File: src/rtl/button_pulse_gen.sv
`default_nettype none
// ============================================================================
// Module      : button_pulse_gen
// Description : Turns a raw bouncing push-button into one clkEN pulse per
//               debounced press, with optional auto-repeat while held.
// Revision    : 1.0 - initial release
// ============================================================================
module button_pulse_gen #(
    parameter int DB_CYCLES     = 4,
    parameter int CNT_W         = 20,
    parameter int REPEAT_EN     = 0,
    parameter int REPEAT_CYCLES = 16
) (
    input  logic       clock,
    input  logic       reset,
    input  logic       btn_in,
    input  logic       en,
    output logic       clkEN,
    output logic       btn_level,
    output logic [7:0] press_cnt
);

    typedef enum logic [1:0] {
        ST_IDLE      = 2'd0,
        ST_PRESS_CHK = 2'd1,
        ST_HELD      = 2'd2,
        ST_REL_CHK   = 2'd3
    } state_t;

    localparam logic [CNT_W-1:0] c_DB_LAST  = CNT_W'(DB_CYCLES - 1);
    localparam logic [CNT_W-1:0] c_REP_LAST = CNT_W'(REPEAT_CYCLES - 1);
    localparam logic [CNT_W-1:0] c_CNT_ONE  = CNT_W'(1);

    logic             sync1_q;
    logic             sync2_q;
    state_t           state_q;
    state_t           state_d;
    logic [CNT_W-1:0] cnt_q;
    logic [CNT_W-1:0] cnt_d;
    logic             fire_d;
    logic             clken_q;
    logic             level_q;
    logic [7:0]       press_cnt_q;

    logic             w_btn_s;
    logic             w_db_tc;
    logic             w_rep_run;
    logic             w_rep_tc;
    logic             w_pulse;

    assign w_btn_s = sync2_q;
    assign w_db_tc = (cnt_q == c_DB_LAST);
    assign w_pulse = fire_d & en;

    generate
        if (REPEAT_EN != 0) begin : g_repeat
            assign w_rep_run = 1'b1;
            assign w_rep_tc  = (cnt_q == c_REP_LAST);
        end else begin : g_no_repeat
            assign w_rep_run = 1'b0;
            assign w_rep_tc  = 1'b0;
        end
    endgenerate

    always_comb begin
        state_d = state_q;
        cnt_d   = cnt_q;
        fire_d  = 1'b0;
        case (state_q)
            ST_IDLE: begin
                if (w_btn_s) begin
                    state_d = ST_PRESS_CHK;
                    cnt_d   = '0;
                end
            end
            ST_PRESS_CHK: begin
                if (!w_btn_s) begin
                    state_d = ST_IDLE;
                    cnt_d   = '0;
                end else if (w_db_tc) begin
                    state_d = ST_HELD;
                    cnt_d   = '0;
                    fire_d  = 1'b1;
                end else begin
                    cnt_d = cnt_q + c_CNT_ONE;
                end
            end
            ST_HELD: begin
                // Release takes priority over a coincident repeat terminal count.
                if (!w_btn_s) begin
                    state_d = ST_REL_CHK;
                    cnt_d   = '0;
                end else if (w_rep_run) begin
                    if (w_rep_tc) begin
                        cnt_d  = '0;
                        fire_d = 1'b1;
                    end else begin
                        cnt_d = cnt_q + c_CNT_ONE;
                    end
                end
            end
            ST_REL_CHK: begin
                if (w_btn_s) begin
                    state_d = ST_HELD;
                    cnt_d   = '0;
                end else if (w_db_tc) begin
                    state_d = ST_IDLE;
                    cnt_d   = '0;
                end else begin
                    cnt_d = cnt_q + c_CNT_ONE;
                end
            end
            default: begin
                state_d = ST_IDLE;
                cnt_d   = '0;
            end
        endcase
    end

    always_ff @(posedge clock or negedge reset) begin
        if (!reset) begin
            sync1_q     <= 1'b0;
            sync2_q     <= 1'b0;
            state_q     <= ST_IDLE;
            cnt_q       <= '0;
            clken_q     <= 1'b0;
            level_q     <= 1'b0;
            press_cnt_q <= 8'd0;
        end else begin
            sync1_q     <= btn_in;
            sync2_q     <= sync1_q;
            state_q     <= state_d;
            cnt_q       <= cnt_d;
            clken_q     <= w_pulse;
            level_q     <= (state_d == ST_HELD) || (state_d == ST_REL_CHK);
            press_cnt_q <= press_cnt_q + {7'd0, w_pulse};
        end
    end

    assign clkEN     = clken_q;
    assign btn_level = level_q;
    assign press_cnt = press_cnt_q;

endmodule
`default_nettype wire
File: config.mk
export PLATFORM = sky130hd
export DESIGN_NAME = button_pulse_gen
export DESIGN_NICKNAME = d
export VERILOG_FILES = /design/src/rtl/button_pulse_gen.sv
export SDC_FILE = /design/constraint.sdc
export NUM_CORES = 1
export LEC_CHECK = 0
export BUFFER_PORTS_ARGS = -buffer_cell sky130_fd_sc_hd__buf_2
export CAP_MARGIN = 40
export CELL_PAD_IN_SITES_DETAIL_PLACEMENT = 1
export CELL_PAD_IN_SITES_GLOBAL_PLACEMENT = 2
export CORE_MARGIN = 4
export CORE_UTILIZATION = 38
export CTS_CLUSTER_SIZE = 10
export DETAILED_ROUTE_END_ITERATION = 8
export GPL_TIMING_DRIVEN = 0
export PLACE_DENSITY = 0.88
export SLEW_MARGIN = 20
export SYNTH_ARGS = -nofsm -noshare
export SYNTH_HDL_FRONTEND = slang
export SYNTH_SLANG_ARGS = --single-unit
File: constraint.sdc
create_clock -name clock -period 2.9 [get_ports clock]
set_input_delay 0.145 -clock clock [delete_from_list [all_inputs] [get_ports clock]]
set_output_delay 0.145 -clock clock [all_outputs]
set_load 0.005 [all_outputs]
==> impl_results.md, run 1 <==
- Synth-to-Final Area Change: 16.8%
- ANT cells: 0
- Crit Path Category: reg -> reg
- Detail Route Antenna Nets: 0
- Max Fclk: 395 MHz
- Setup TNS: 0 ps
- Fin crit share: 0.874
- Post-Route WL: 3.84 mm
- Net Sw Frac: 0.310
- Die ar.: 5510 µm²
- Maxcap violations: 0
- Post-synthesis cell type count: 34
- Area contributors post-synth: dfrtp_1 51%, a21oi_1 4.5%, a31oi_1 3.8%
- Pre-antenna DRT Iters: 4
- Max Fanout on Critical Path: 6
- CP Launch Type: register
- Core box area: 4120 µm²
- Comb power frac: 0.251
- Pwr dens: 681 nW/µm²
- DRT iter0 DRCs: 36
- Number of synthesized flops with an enable pin: 0
- CTS buffer count: 5
- Post-synth top flop: dfrtp_1
- Outcome: finished, final reports clean
- Worst EP arrival: 2710 ps
- RSZ-0062 raised after global routing: false
- First-pass GRT wire length: 6.71 mm
- Worst setup EP type: register
- Seq/Total Area, Yosys: 0.511
- Dpl ws: 415 ps
- Die W: 74.2 µm
- Slew @ Worst Pin: 591 ps
- Clk Latency, worst-skew pair: 290 ps
- Clock-pin slew on the worst setup and hold paths: 70 ps
- RePlAce Congestion: 0.777
- Hpwl dp: 2.69 mm
- Total congestion overflow: 0
- Mean Syn Cell Area: 10.6 µm²
- Postcts setup bufs: 0
- DR vias/cell: 5.77
- CTS tree: yes
- Setup-failing EPs final: 0
- Pint: 0.913 mW
- CP max stage cell: dfrtp_1
- I/O Buffers: 13
- Mapped Nets: 164
- Vias in the first global route: 1393
- Synth Instances: 157
- Worst Path Required: 3080 ps
- Fin util: 0.473
- # fillers: 460
- Initial Utilization: 0.405
- Critical-path cell list: ha_1 -> nor4b_1 -> and4_1 -> and3_1 -> and4b_1 -> ha_1 -> and3_1 -> nand3_1 -> xnor2_1
- Chip Height: 74.2 µm
- Storage cell area: 851 µm²
- Final WS setup: 366 ps
- VDD IR-drop max: 0.294 mV
- # IOs: 14
- Clock Sinks: 34
- Max Root-Sink Buffers: 2
- Post-synth top area share: 0.511
- Async SR Flop Fraction: 1.00
- Synth Register Bits: 34
- # rows: 23
- Minimum clock period: 2530 ps
- Max Transition Viols Final: 0
- Yosys top cell by area: dfrtp_1
- CP peak stage delay: 370 ps
- Clk network pwr share: 0.334
- Hold Crit Class: in -> async
- Total chip power: 1.32 mW
- Share of cells above drive strength 1: 0.189
- Initial antenna violation count: 0
- Hold Fails Final Rpt: 0
- Maximum number of pins on one net before global-route repair: 35
- Yosys Warn Count: 0
- NetSw: 0.411 mW
- Sequential power share: 0.415
- Drt drc: 0
- Rel. slew slack: 0.603
- Clock root buffer: clkbuf_8
- Drt wl/cell: 16.7 µm
- P_leak: 0.920 nW
- Synth Cell Area: 1670 µm²
- Via count: 1326
- Total GRT Usage: 0.160
- Clock skew: 5.38 ps
- Multi-input logic area: 757 µm²
- Final net count: 187
- H-tree levels: 2
-- final timing paths --
| path | from | endpoint | slack [ps] | cells after the start |
|---|---|---|---|---|
| setup / recovery | cnt_q[0] | press_cnt[5] | 370 | 9 |
| hold / removal | reset | press_cnt[0] | 190 | 2 |
| min in group clock | en | clkEN | 190 | 2 |
| setup reg to reg | cnt_q[0] | press_cnt[5] | 370 | 9 |
| max in group asynchronous | reset | cnt_q[14] | 2330 | 3 |
| hold reg to reg | sync1_q | sync2_q | 360 | 0 |
-- cells by family (layout without fill, tap and decap cells) --
logic type | count (synthesis) | count (layout) | synth area share
simple gates | 62 | 62 | 0.214
flops | 34 | 34 | 0.511
compound gates | 32 | 32 | 0.119
mux | 9 | 9 | 0.0563
buf+inv | 9 | 32 | 0.0346
xor+xnor | 8 | 8 | 0.0421
fa+ha+maj | 3 | 3 | 0.0225
-- what timing repair did --
item                                   in CTS  in global routing
endpoints found under the hold margin      35                  0
hold buffers                                2                  0
gates resized for setup                     0                  0
-- cell type report --
cell class | count | share of cell area
plain buffers | 9 | 0.0296
clock buffers | 6 | 0.0424
clock inverters | 1 | 0.0154
multi-input cells | 114 | 0.389
repair buffers | 16 | 0.0540
flip-flops and latches | 34 | 0.437
well taps | 50 | 0.0322
-- synth_stat cells, types with 2 or more instances --
library cell  number
and2_1             3
a41oi_1            2
ha_1               3
nand2b_1           3
mux2_2             3
nand4_1            5
dfrtp_1           34
a22o_1             2
nand2_1           13
mux2i_1            6
and3_1             9
and4_1             4
clkbuf_1           2
buf_4              4
xor2_1             3
nor4_1             3
a21oi_1           15
nand3_1           12
xnor2_1            5
nor2_1             3
a31oi_1           10
-- power groups by stage --
stage	Clock (mW)	Combinational (mW)	Sequential, mW
4_1_cts	0.456	0.335	0.549
6_report	0.442	0.332	0.550
2_1_floorplan	0	0.228	0.551
3_3_place_gp	0	0.317	0.555
3_5_place_dp	0	0.333	0.558
5_1_grt	0.479	0.377	0.557
-- cells in the final DEF (no fill, tap or decap), drive strengths merged --
cell and n:
a211oi 1, nor2b 1, mux2 3, and4 5
buf 21, mux2i 6, dlygate4sd3 2, nor2 3
nand4 5, bufinv 1, nand2 13, clkbuf 8
nand2b 3, a21oi 16, a31oi 10, nor4 3
xor2 3, or2 1, and3 9, a41oi 2
and4b 1, nor4b 1, dfrtp 34, a221o 1
xnor2 5, nor3 1, and2 3, ha 3
a22o 2, nand3 13
-- per-stage QoR --
stage | hold slack (ps) | area, µm² | std cells
after floorplan | -151 | 1670 | 157
after global placement | 253 | 1790 | 220
after detailed placement | 255 | 1790 | 220
after CTS | 187 | 1930 | 229
after global routing | 192 | 1950 | 230
final | 189 | 1950 | 230
-- sequential cells by signal, summed over array words and instances, names as in the netlist --
name	count
btn_level	1
sync1_q	1
clkEN	1
sync2_q	1
cnt_q	20
state_q	2
press_cnt	8
-- per-layer routing --
metal  share of wire  GRT usage  vias up
met5               0          0        -
met4           0.014     0.0523        0
met3           0.037     0.0405        7
met2            0.50      0.277       18
met1            0.45      0.194      673
li1                -          -      628
-- worst max-delay path: cells and delay by family (launching register included) --
family        cells  cell delay (ps)
xor+xnor          1              150
fa+ha+maj         2              440
flops             1              370
simple gates      6             1450
No activity file was read; power rests on OpenSTA's default activity.
==> run 2, diff against run 1 <==
Settings changed: CORE_UTILIZATION 38 to 34, PLACE_DENSITY 0.88 to 0.84.
Clock period 2.9 ns to 2.05 ns, I/O delays scaled along.
==> run 2 against run 1 <==
- the run now ends with negative setup slack left
- design area rose by 11%
- via count rose by 2.0%
- largest power group unchanged
- global-route usage fell by 0.71 points
- register-to-register slack got worse by 490 ps
- largest cell class is now multi-input combinational cells
- die area rose by 10%
- highest routed layer unchanged
==> impl_results.md, run 2 (synthesis gave the netlist of run 1 again) <==
- Core box area: 4720 µm² (was 4120 µm²)
- Worst EP arrival: 2350 ps (was 2710 ps)
- Vias in the first global route: 1474 (was 1393)
- CP dominant cell by count: and3_4
- CP max stage cell: dfrtp_1 (unchanged)
- Met3 WL post-DR: 162 µm (was 142 µm)
- Flop2flop setup slack: -120 ps (was 370 ps)
- Drt drc: 0 (unchanged)
- Share of cells above drive strength 1: 0.305 (was 0.189)
- Max Fanout on Critical Path: 4 (was 6)
- RSZ-0062 raised after global routing: true (was false)
- Clock root buffer: clkbuf_8 (unchanged)
- Max Fclk: 460 MHz (was 395 MHz)
- R2R cell count: 9 (unchanged)
- RePlAce Congestion: 0.821 (was 0.777)
- Worst setup EP type: register (unchanged)
- CP Launch Type: register (unchanged)
- # fillers: 528 (was 460)
- Clock-pin slew on the worst setup and hold paths: 70 ps (about the same)
- Die ar.: 6080 µm² (was 5510 µm²)
- Crit Path Category: reg -> reg (unchanged)
- Multi-input logic area: 855 µm² (was 757 µm²)
- Post-Route WL: 4.09 mm (was 3.84 mm)
- # rows: 25 (was 23)
- Top reg by flops: cnt_q (unchanged)
- P_leak: 0.982 nW (was 0.920 nW)
- Drt wl/cell: 16.1 µm (was 16.7 µm)
- Final net count: 193 (was 187)
- First-pass GRT wire length: 7.31 mm (was 6.71 mm)
- Pre-antenna DRT Iters: 4 (unchanged)
- Via count: 1353 (was 1326)
- Rel. slew slack: 0.638 (was 0.603)
- Synth-to-Final Area Change: 29.3% (was 16.8%)
- DR vias/cell: 5.33 (was 5.77)
- CP peak stage delay: 410 ps (was 370 ps)
- Max Transition Viols Final: 0 (unchanged)
- Clk Latency, worst-skew pair: 290 ps (about the same)
- VDD IR-drop max: 0.363 mV (was 0.294 mV)
- DRT iter0 DRCs: 37 (was 36)
- Failing checks: negative setup slack
- Highest routed layer: met4 (unchanged)
- Clock Sinks: 34 (unchanged)
- Chip Height: 78.0 µm (was 74.2 µm)
- Max Root-Sink Buffers: 2 (unchanged)
- Die W: 78.0 µm (was 74.2 µm)
- Hold Fails Final Rpt: 0 (unchanged)
- ANT cells: 0 (unchanged)
- Clock skew: 5.74 ps (was 5.38 ps)
- Maxcap violations: 0 (unchanged)
- Hold Crit Class: in -> reg (was in -> async)
- Total chip power: 2.10 mW (was 1.32 mW)
- Final WS setup: -123 ps (was 366 ps)
- Initial Utilization: 0.353 (was 0.405)
- Detail Route Antenna Nets: 0 (unchanged)
- H-tree levels: 2 (unchanged)
- Largest register FFs: 20 (unchanged)
- Minimum clock period: 2170 ps (was 2530 ps)
- Finished Layout Cells: 254 (was 230)
- M1 WL: 1.76 mm (was 1.72 mm)
- Hpwl dp: 2.81 mm (was 2.69 mm)
- Pwr dens: 977 nW/µm² (was 681 nW/µm²)
- CTS buffer count: 5 (unchanged)
- Total congestion overflow: 0 (unchanged)
- Hold Path Stages: 2
- Worst Path Required: 2220 ps (was 3080 ps)
- Maximum number of pins on one net before global-route repair: 35 (unchanged)
- Most common cell after layout, fill and taps aside: dfrtp_1 (unchanged)
- Total GRT Usage: 0.153 (was 0.160)
- Outcome: finished with violations (was finished, final reports clean)
- Setup-failing EPs final: 5 (was 0)
- Fin crit share: 1.06 (was 0.874)
- CTS tree: yes (unchanged)
- Initial antenna violation count: 0 (unchanged)
- Storage cell area: 853 µm² (was 851 µm²)
- # IOs: 14 (unchanged)
- Most frequent cells in the layout: 32 x dfrtp_1, 15 x a21oi_1, 14 x buf_2 (was 34 x dfrtp_1, 15 x a21oi_1, 14 x buf_2)
- Slew @ Worst Pin: 543 ps (was 591 ps)
- I/O Buffers: 13 (unchanged)
- Placed Cells: 237 (was 220)
- Met2 routed WL: 2.10 mm (was 1.93 mm)
- Critical-path cell list: ha_4 -> nor4b_4 -> and4_4 -> and3_4 -> and4b_1 -> ha_2 -> and3_4 -> nand3_4 -> xnor2_2 (was ha_1 -> nor4b_1 -> and4_1 -> and3_1 -> and4b_1 -> ha_1 -> and3_1 -> nand3_1 -> xnor2_1)
-- run 2: changes by cell type in the layout (fill, tap and decap cells not counted), sizes merged --
cell | before | now
clkbuf | 8 | 7
buf | 21 | 28
bufinv | 1 | 2
-- run 2: worst max-delay path: cells and delay by family, from the launching register on --
kind / cells / cell delay [ps]
xor gates and xnor gates: 1 / 140
and+or+nand+nor: 6 / 1140
adders and majority gates: 2 / 370
DFF: 1 / 410
-- run 2: report_power, final --
part	switching, mW	total [mW]	internal [mW]	leakage, nW
registers	0.0582	0.786	0.728	0.461
clock network	0.254	0.773	0.519	0.0714
logic	0.315	0.546	0.231	0.449
-- run 2: repair_timing --
action                     CTS  global route
hold buffers                 2             0
pin swaps                    4             4
hold endpoints to repair    35             0
setup buffers                4             3
resized for setup            8             6
setup endpoints to repair    7            16
-- run 2: stage by stage --
step / setup TNS, ps / hold WS, ps / worst slack (ps) / instance area, µm² / utilization
2_1_floorplan: 0 / -193 / 4.18 / 1690 / -
3_3_place_gp: -1040 / 211 / -222 / 1840 / 0.389
3_5_place_dp: -1250 / 213 / -257 / 1840 / 0.389
4_1_cts: -748 / 145 / -163 / 2080 / 0.439
5_1_grt: -1220 / 138 / -242 / 2150 / 0.456
6_report: -530 / 140 / -123 / 2150 / 0.456
-- run 2: per-layer routing --
metal	global-route usage	vias up
met5	0	-
met4	0.0559	0
met3	0.0452	9
met2	0.259	18
met1	0.183	683
li1	-	643
-- run 2: path summary, 6_finish.rpt --
check,start,to
setup / recovery,cnt_q[0],press_cnt[5]
hold / removal,en,clkEN
setup reg to reg,cnt_q[0],press_cnt[5]
hold reg to reg,sync1_q,sync2_q
max in group asynchronous,reset,cnt_q[16]
min in group asynchronous,reset,cnt_q[3]
-- run 2: cell type report --
| class | count | share of cell area |
|---|---|---|
| plain buffers | 8 | 0.0250 |
| clock buffers | 6 | 0.0383 |
| clock inverters | 2 | 0.0279 |
| multi-input cells | 114 | 0.397 |
| flip-flops and latches | 34 | 0.396 |
| well taps | 67 | 0.0389 |
| repair buffers | 23 | 0.0767 |
